**src/rtl/branch_resolve_unit.sv**
```systemverilog
// branch_resolve_unit: resolves branch-class instructions one cycle after acceptance.
// A taken branch pulses redirect_o with redirect_pc_o=target_i, then holds flush_o (and
// drops ready_o) for FLUSH_CYCLES cycles. A not-taken branch reports pc_i+1 and stays
// ready, so not-taken branches can be accepted every cycle.
// Ports:
//   clk, reset              clock, synchronous active-high reset
//   valid_i / ready_o       accept handshake (accept = valid_i & ready_o)
//   br_type_i               0 NONE, 1 BEQ, 2 BNE, 3 BGT, 4 BLT, 5 JMP, 6-7 reserved
//   gt_i, lt_i, eq_i        comparator flags (team encoding: gt_i means A<B, lt_i means A>B)
//   pc_i, target_i          instruction PC and branch target
//   redirect_o              one-cycle pulse, fetch loads redirect_pc_o
//   redirect_pc_o           next PC of the last accepted branch (held otherwise)
//   flush_o                 squash younger stages
//   flag_err_o              sticky: non-one-hot flags seen on an accepted conditional branch
//   branch_cnt_o            saturating count of accepted branches (type != NONE)
//   taken_cnt_o             saturating count of accepted taken branches
module branch_resolve_unit #(
  parameter int unsigned FLUSH_CYCLES = 2,
  parameter int unsigned CNT_W        = 16
) (
  input  logic             clk,
  input  logic             reset,
  input  logic             valid_i,
  output logic             ready_o,
  input  logic [2:0]       br_type_i,
  input  logic             gt_i,
  input  logic             lt_i,
  input  logic             eq_i,
  input  logic [15:0]      pc_i,
  input  logic [15:0]      target_i,
  output logic             redirect_o,
  output logic [15:0]      redirect_pc_o,
  output logic             flush_o,
  output logic             flag_err_o,
  output logic [CNT_W-1:0] branch_cnt_o,
  output logic [CNT_W-1:0] taken_cnt_o
);

  localparam logic [2:0] BrNone = 3'd0;
  localparam logic [2:0] BrBeq  = 3'd1;
  localparam logic [2:0] BrBne  = 3'd2;
  localparam logic [2:0] BrBgt  = 3'd3;
  localparam logic [2:0] BrBlt  = 3'd4;
  localparam logic [2:0] BrJmp  = 3'd5;

  localparam logic [2:0]       FlushLast = 3'(FLUSH_CYCLES - 1);
  localparam logic [CNT_W-1:0] CntOne    = {{(CNT_W-1){1'b0}}, 1'b1};

  typedef enum logic [0:0] {StIdle, StFlush} state_e;

  state_e           state_q;
  logic [2:0]       fcnt_q;
  logic             redirect_q;
  logic [15:0]      redirect_pc_q;
  logic             flush_q;
  logic             flag_err_q;
  logic [CNT_W-1:0] branch_cnt_q;
  logic [CNT_W-1:0] taken_cnt_q;

  logic accept;
  logic is_cond;
  logic flags_ok;
  logic raw_taken;
  logic taken;
  logic flag_bad;

  always_comb begin
    raw_taken = 1'b0;
    is_cond   = 1'b0;
    case (br_type_i)
      BrBeq:   begin raw_taken = eq_i;  is_cond = 1'b1; end
      BrBne:   begin raw_taken = ~eq_i; is_cond = 1'b1; end
      BrBgt:   begin raw_taken = gt_i;  is_cond = 1'b1; end
      BrBlt:   begin raw_taken = lt_i;  is_cond = 1'b1; end
      BrJmp:   raw_taken = 1'b1;
      default: raw_taken = 1'b0;
    endcase
    // Exactly one flag set: odd parity, but not all three.
    flags_ok = (gt_i ^ lt_i ^ eq_i) & ~(gt_i & lt_i & eq_i);
    flag_bad = is_cond & ~flags_ok;
    taken    = raw_taken & ~flag_bad;
  end

  assign ready_o = (state_q == StIdle);
  assign accept  = valid_i & ready_o;

  always_ff @(posedge clk) begin
    if (reset) begin
      state_q       <= StIdle;
      fcnt_q        <= 3'd0;
      redirect_q    <= 1'b0;
      redirect_pc_q <= 16'h0000;
      flush_q       <= 1'b0;
      flag_err_q    <= 1'b0;
      branch_cnt_q  <= '0;
      taken_cnt_q   <= '0;
    end else begin
      redirect_q <= 1'b0;
      case (state_q)
        StIdle: begin
          if (accept) begin
            redirect_pc_q <= taken ? target_i : pc_i + 16'd1;
            if (flag_bad) flag_err_q <= 1'b1;
            if ((br_type_i != BrNone) && (branch_cnt_q != '1)) begin
              branch_cnt_q <= branch_cnt_q + CntOne;
            end
            if (taken) begin
              if (taken_cnt_q != '1) taken_cnt_q <= taken_cnt_q + CntOne;
              redirect_q <= 1'b1;
              flush_q    <= 1'b1;
              fcnt_q     <= FlushLast;
              state_q    <= StFlush;
            end
          end
        end
        StFlush: begin
          // fcnt_q counts the flush cycles still to go after the current one.
          if (fcnt_q == 3'd0) begin
            flush_q <= 1'b0;
            state_q <= StIdle;
          end else begin
            fcnt_q <= fcnt_q - 3'd1;
          end
        end
        default: state_q <= StIdle;
      endcase
    end
  end

  assign redirect_o    = redirect_q;
  assign redirect_pc_o = redirect_pc_q;
  assign flush_o       = flush_q;
  assign flag_err_o    = flag_err_q;
  assign branch_cnt_o  = branch_cnt_q;
  assign taken_cnt_o   = taken_cnt_q;

endmodule

```
**config.mk**
```make
export PLATFORM = sky130hd
export DESIGN_NAME = branch_resolve_unit
export DESIGN_NICKNAME = d
export VERILOG_FILES = /design/src/rtl/branch_resolve_unit.sv
export SDC_FILE = /design/constraint.sdc
export NUM_CORES = 1
export LEC_CHECK = 0
export CORE_ASPECT_RATIO = 0.7
export CORE_MARGIN = 5
export CORE_UTILIZATION = 35
export DETAILED_ROUTE_END_ITERATION = 12
export GPL_TIMING_DRIVEN = 0
export PLACE_DENSITY = 0.66
export SLEW_MARGIN = 25
export SYNTH_ARGS = -nofsm -noshare
export SYNTH_HDL_FRONTEND = slang
export SYNTH_SLANG_ARGS = --single-unit
```
**constraint.sdc**
```tcl
create_clock -name clk -period 5 [get_ports clk]
set_input_delay 0.75 -clock clk [delete_from_list [all_inputs] [get_ports clk]]
set_output_delay 0.75 -clock clk [all_outputs]
set_load 0.01 [all_outputs]
```
==> impl_metrics.env <==
export IMPL_cts_sinks=55
export IMPL_synth_top_area_cell="dfxtp_1"
export IMPL_drtAntennaViolNets=0
export IMPL_grt_first_pass_wirelength_um=14320
export IMPL_cts_hold_fix_buffers=0
export IMPL_synthTopCellsByArea="dfxtp_1 (38%), xor2_1 (4.5%), xnor2_1 (3.9%)"
export IMPL_mostFrequentLayoutCells="clkdlybuf4s50_1 (92), dfxtp_1 (55), nor2_1 (27), o21ai_0 (21), a21oi_1 (20)"
export IMPL_crit_start="gt_i"
export IMPL_seq_area_um2=1101
export IMPL_antenna_found_initial=0
export IMPL_r2r_setup_slack_ns=2.62
export IMPL_r2r_start="branch_cnt_o[4]$_SDFFE_PP0P_"
export IMPL_slowest_stage="clkdlybuf4s50_1"
export IMPL_dp_hpwl_um=6856
export IMPL_dieArea_um2=10240
export IMPL_synth_cell_type_count=46
export IMPL_rsz0062_at_grt="false"
export IMPL_p_switching_mw=0.2643
export IMPL_postCtsSetupRepairBufs=0
export IMPL_r2r_cells=5
export IMPL_yosys_warnings=0
export IMPL_ios=93
export IMPL_cp_cell_sequence="clkdlybuf4s50_1, ha_1, nor3b_1, o41ai_1, or3_4, buf_6, buf_2, o41ai_1, a21oi_1"
export IMPL_crit_path_max_incr_delay_ns=0.45
export IMPL_initialDrtViolationCount=174
export IMPL_postSynthAreaPerCell_um2=8.530
export IMPL_layout_nets=486
export IMPL_cap_violations=0
export IMPL_max_slew_margin=0.3110
export IMPL_period_needed_ns=3.102
export IMPL_cp_num_cells=9
export IMPL_core_area_um2=7973
export IMPL_seqPwrFrac=0.427
export IMPL_multi_input_area_um2=1697
export IMPL_hp_class="reg2reg"
export IMPL_clkLatencyLatePin_ns=0.29
export IMPL_worst_setup_path_end_kind="flop"
export IMPL_die_w_um=118.8
export IMPL_start_kind="input pin"
export IMPL_pwr_share_clk=0.414
export IMPL_fmax_mhz=322.3
export IMPL_timing_final_ws_setup_ns=1.898
export IMPL_finalSetupViolCount=0
export IMPL_ys_seq_area_frac=0.3796
export IMPL_fin_hold_ws_ns=0.4569
export IMPL_cp_top_family="buffers and inverters"
export IMPL_routedWlPerCell_um=16.49
export IMPL_drc=0
export IMPL_utilization=0.5193
export IMPL_p_leak_nw=1.400
export IMPL_cp_max_fo=10
export IMPL_path_class="in2reg"
export IMPL_grt_pass1_vias=2829
export IMPL_vdd_drop_max_v=0.0001327
export IMPL_mostFrequentLayoutCell="clkdlybuf4s50_1"
export IMPL_status="finished, final reports clean"
export IMPL_diodes=0
export IMPL_powerDensity_nw_per_um2=265.2
export IMPL_grt_max_degree=18
export IMPL_synthCells=340
export IMPL_period_share=0.6204
export IMPL_start_util=0.3638
export IMPL_syn_num_nets=387
export IMPL_grt_ovfl_total=0
export IMPL_clock_path_buffers=2
export IMPL_grt_usage=0.1677
export IMPL_die_y_um=86.16
export IMPL_area_growth_pct=42.75
export IMPL_cts_buffers=5
export IMPL_worstReg2RegEnd="branch_cnt_o[15]$_SDFFE_PP0P_"
export IMPL_cp_data_arrival_time_ns=3.26
export IMPL_intPower_mw=0.8337
export IMPL_slew_viol_final=0
export IMPL_syn_area_um2=2900
export IMPL_ys_seq_elements=55
export IMPL_cts_root_buf="clkbuf_16"
export IMPL_wl_um=8921
export IMPL_viasPerCell=5.436
export IMPL_layout_drive_gt1_share=0.03636
export IMPL_worst_pin_slew_ns=1.025
export IMPL_first_pass_iters=7
export IMPL_synthFlopType="dfxtp_1"
export IMPL_synth_edff_count=0
export IMPL_crit_path_end="taken_cnt_o[13]$_SDFFE_PP0P_"
export IMPL_path_clk_slew_ns=0.07
export IMPL_nFillCells=784
export IMPL_gp_congestion=0.8328
export IMPL_synth_async_reset_ratio=0
export IMPL_cts_max_level=2
export IMPL_dr_total_vias=2941
export IMPL_netlist_area_leader_share=0.3796
export IMPL_ctsResizeCount=0
export IMPL_p_sw_frac=0.2407
export IMPL_fin_skew_ns=0.004866
export IMPL_combPwrFrac=0.160
export IMPL_crit_top_cell="o41ai_1"
export IMPL_io_buffers=92
export IMPL_place_ws_ns=1.640
export IMPL_cp_required_ns=5.16
export IMPL_fin_tns_setup_ns=0
export IMPL_rows=27
export IMPL_hold_viol=0
export IMPL_cts_tree="built"
export IMPL_path_buf_inv=3
## final cells by class
cell class,instances,share of cell area
Buffer,13,0.01481
Clock inverter,3,0.01632
Clock buffer,5,0.03022
Timing Repair Buffer,92,0.2224
Multi-Input combinational cell,261,0.4098
Inverter,11,0.009973
Tap cell,101,0.03052
Sequential cell,55,0.2659
## synthesized netlist by cell type (2+ instances only)
| cell | n |
|---|---|
| inv_1 | 11 |
| nor4_1 | 3 |
| buf_2 | 4 |
| ha_1 | 6 |
| and2_1 | 4 |
| nand4_1 | 11 |
| a21oi_1 | 20 |
| nor2_1 | 27 |
| a22oi_1 | 8 |
| nand3b_1 | 6 |
| xor2_1 | 15 |
| o41ai_1 | 5 |
| nor4b_1 | 2 |
| or4_1 | 9 |
| nor3_1 | 8 |
| o211ai_1 | 6 |
| and4_1 | 6 |
| dfxtp_1 | 55 |
| o21a_1 | 2 |
| o31a_1 | 2 |
| or3_1 | 7 |
| o21ai_0 | 21 |
| o31ai_1 | 10 |
| and3_1 | 7 |
| mux2i_1 | 6 |
| xnor2_1 | 13 |
| nand2_1 | 19 |
| nor2b_1 | 5 |
| nand2b_1 | 3 |
| clkbuf_1 | 8 |
| nand3_1 | 15 |
| a311oi_1 | 2 |
## per-layer routing
metal / vias up / GRT usage / wire length (µm)
li1: 1462 / - / -
met1: 1404 / 0.2381 / 4419
met2: 73 / 0.2675 / 4044
met3: 2 / 0.03626 / 428
met4: 0 / 0.02524 / 28
met5: - / 0 / 0
## metrics by stage
step	power [mW]	std cells	area [µm²]
final	1.098	541	4140
after global placement	0.6502	533	3948
after floorplan	0.5551	340	2900
after CTS	1.108	541	4140
after global routing	1.142	541	4140
after detailed placement	0.6537	533	3948
## power by group through the flow
stage          combinational [mW]  clock, mW  sequential, mW
5_1_grt                     0.191      0.479           0.471
2_1_floorplan              0.0702          0           0.485
4_1_cts                     0.176      0.463           0.468
6_report                    0.175      0.454           0.468
3_5_place_dp                0.175          0           0.479
3_3_place_gp                0.173          0           0.478
## logic make-up after synthesis
| kind of cell | synth area share |
|---|---|
| adders and majority gates | 0.02588 |
| DFF | 0.3796 |
| AOI/OAI and AO/OA | 0.1825 |
| buffers and inverters | 0.03538 |
| and+or+nand+nor | 0.2714 |
| xor gates and xnor gates | 0.08456 |
| muxes | 0.02071 |
## flip-flops by register name (all words and copies together) (netlist names)
signal         flops
redirect_pc_o     16
state_q            1
taken_cnt_o       16
branch_cnt_o      16
redirect_o         1
flag_err_o         1
flush_o            1
fcnt_q             3
## worst reg2reg max path, stage by stage, from the launching register on
cell     delay [ns]
dfxtp_1        0.42
nand4_1        0.33
nor4b_1        0.81
nand2_1        0.21
or3_1          0.39
a21oi_1        0.14
## how the worst min path moves through the flow
stage,from,slack [ns],depth (start not counted),to
3_3_place_gp,redirect_pc_o[3]$_SDFFE_PP0P_,0.44,2,redirect_pc_o[3]$_SDFFE_PP0P_
5_1_grt,redirect_pc_o[3]$_SDFFE_PP0P_,0.50,2,redirect_pc_o[3]$_SDFFE_PP0P_
4_1_cts,redirect_pc_o[3]$_SDFFE_PP0P_,0.46,2,redirect_pc_o[3]$_SDFFE_PP0P_
2_1_floorplan,fcnt_q[1]$_SDFFE_PP0P_,0.46,2,fcnt_q[1]$_SDFFE_PP0P_
6_report,redirect_pc_o[3]$_SDFFE_PP0P_,0.46,2,redirect_pc_o[3]$_SDFFE_PP0P_
3_5_place_dp,redirect_pc_o[3]$_SDFFE_PP0P_,0.45,2,redirect_pc_o[3]$_SDFFE_PP0P_
(Power assumes the default switching activity.)
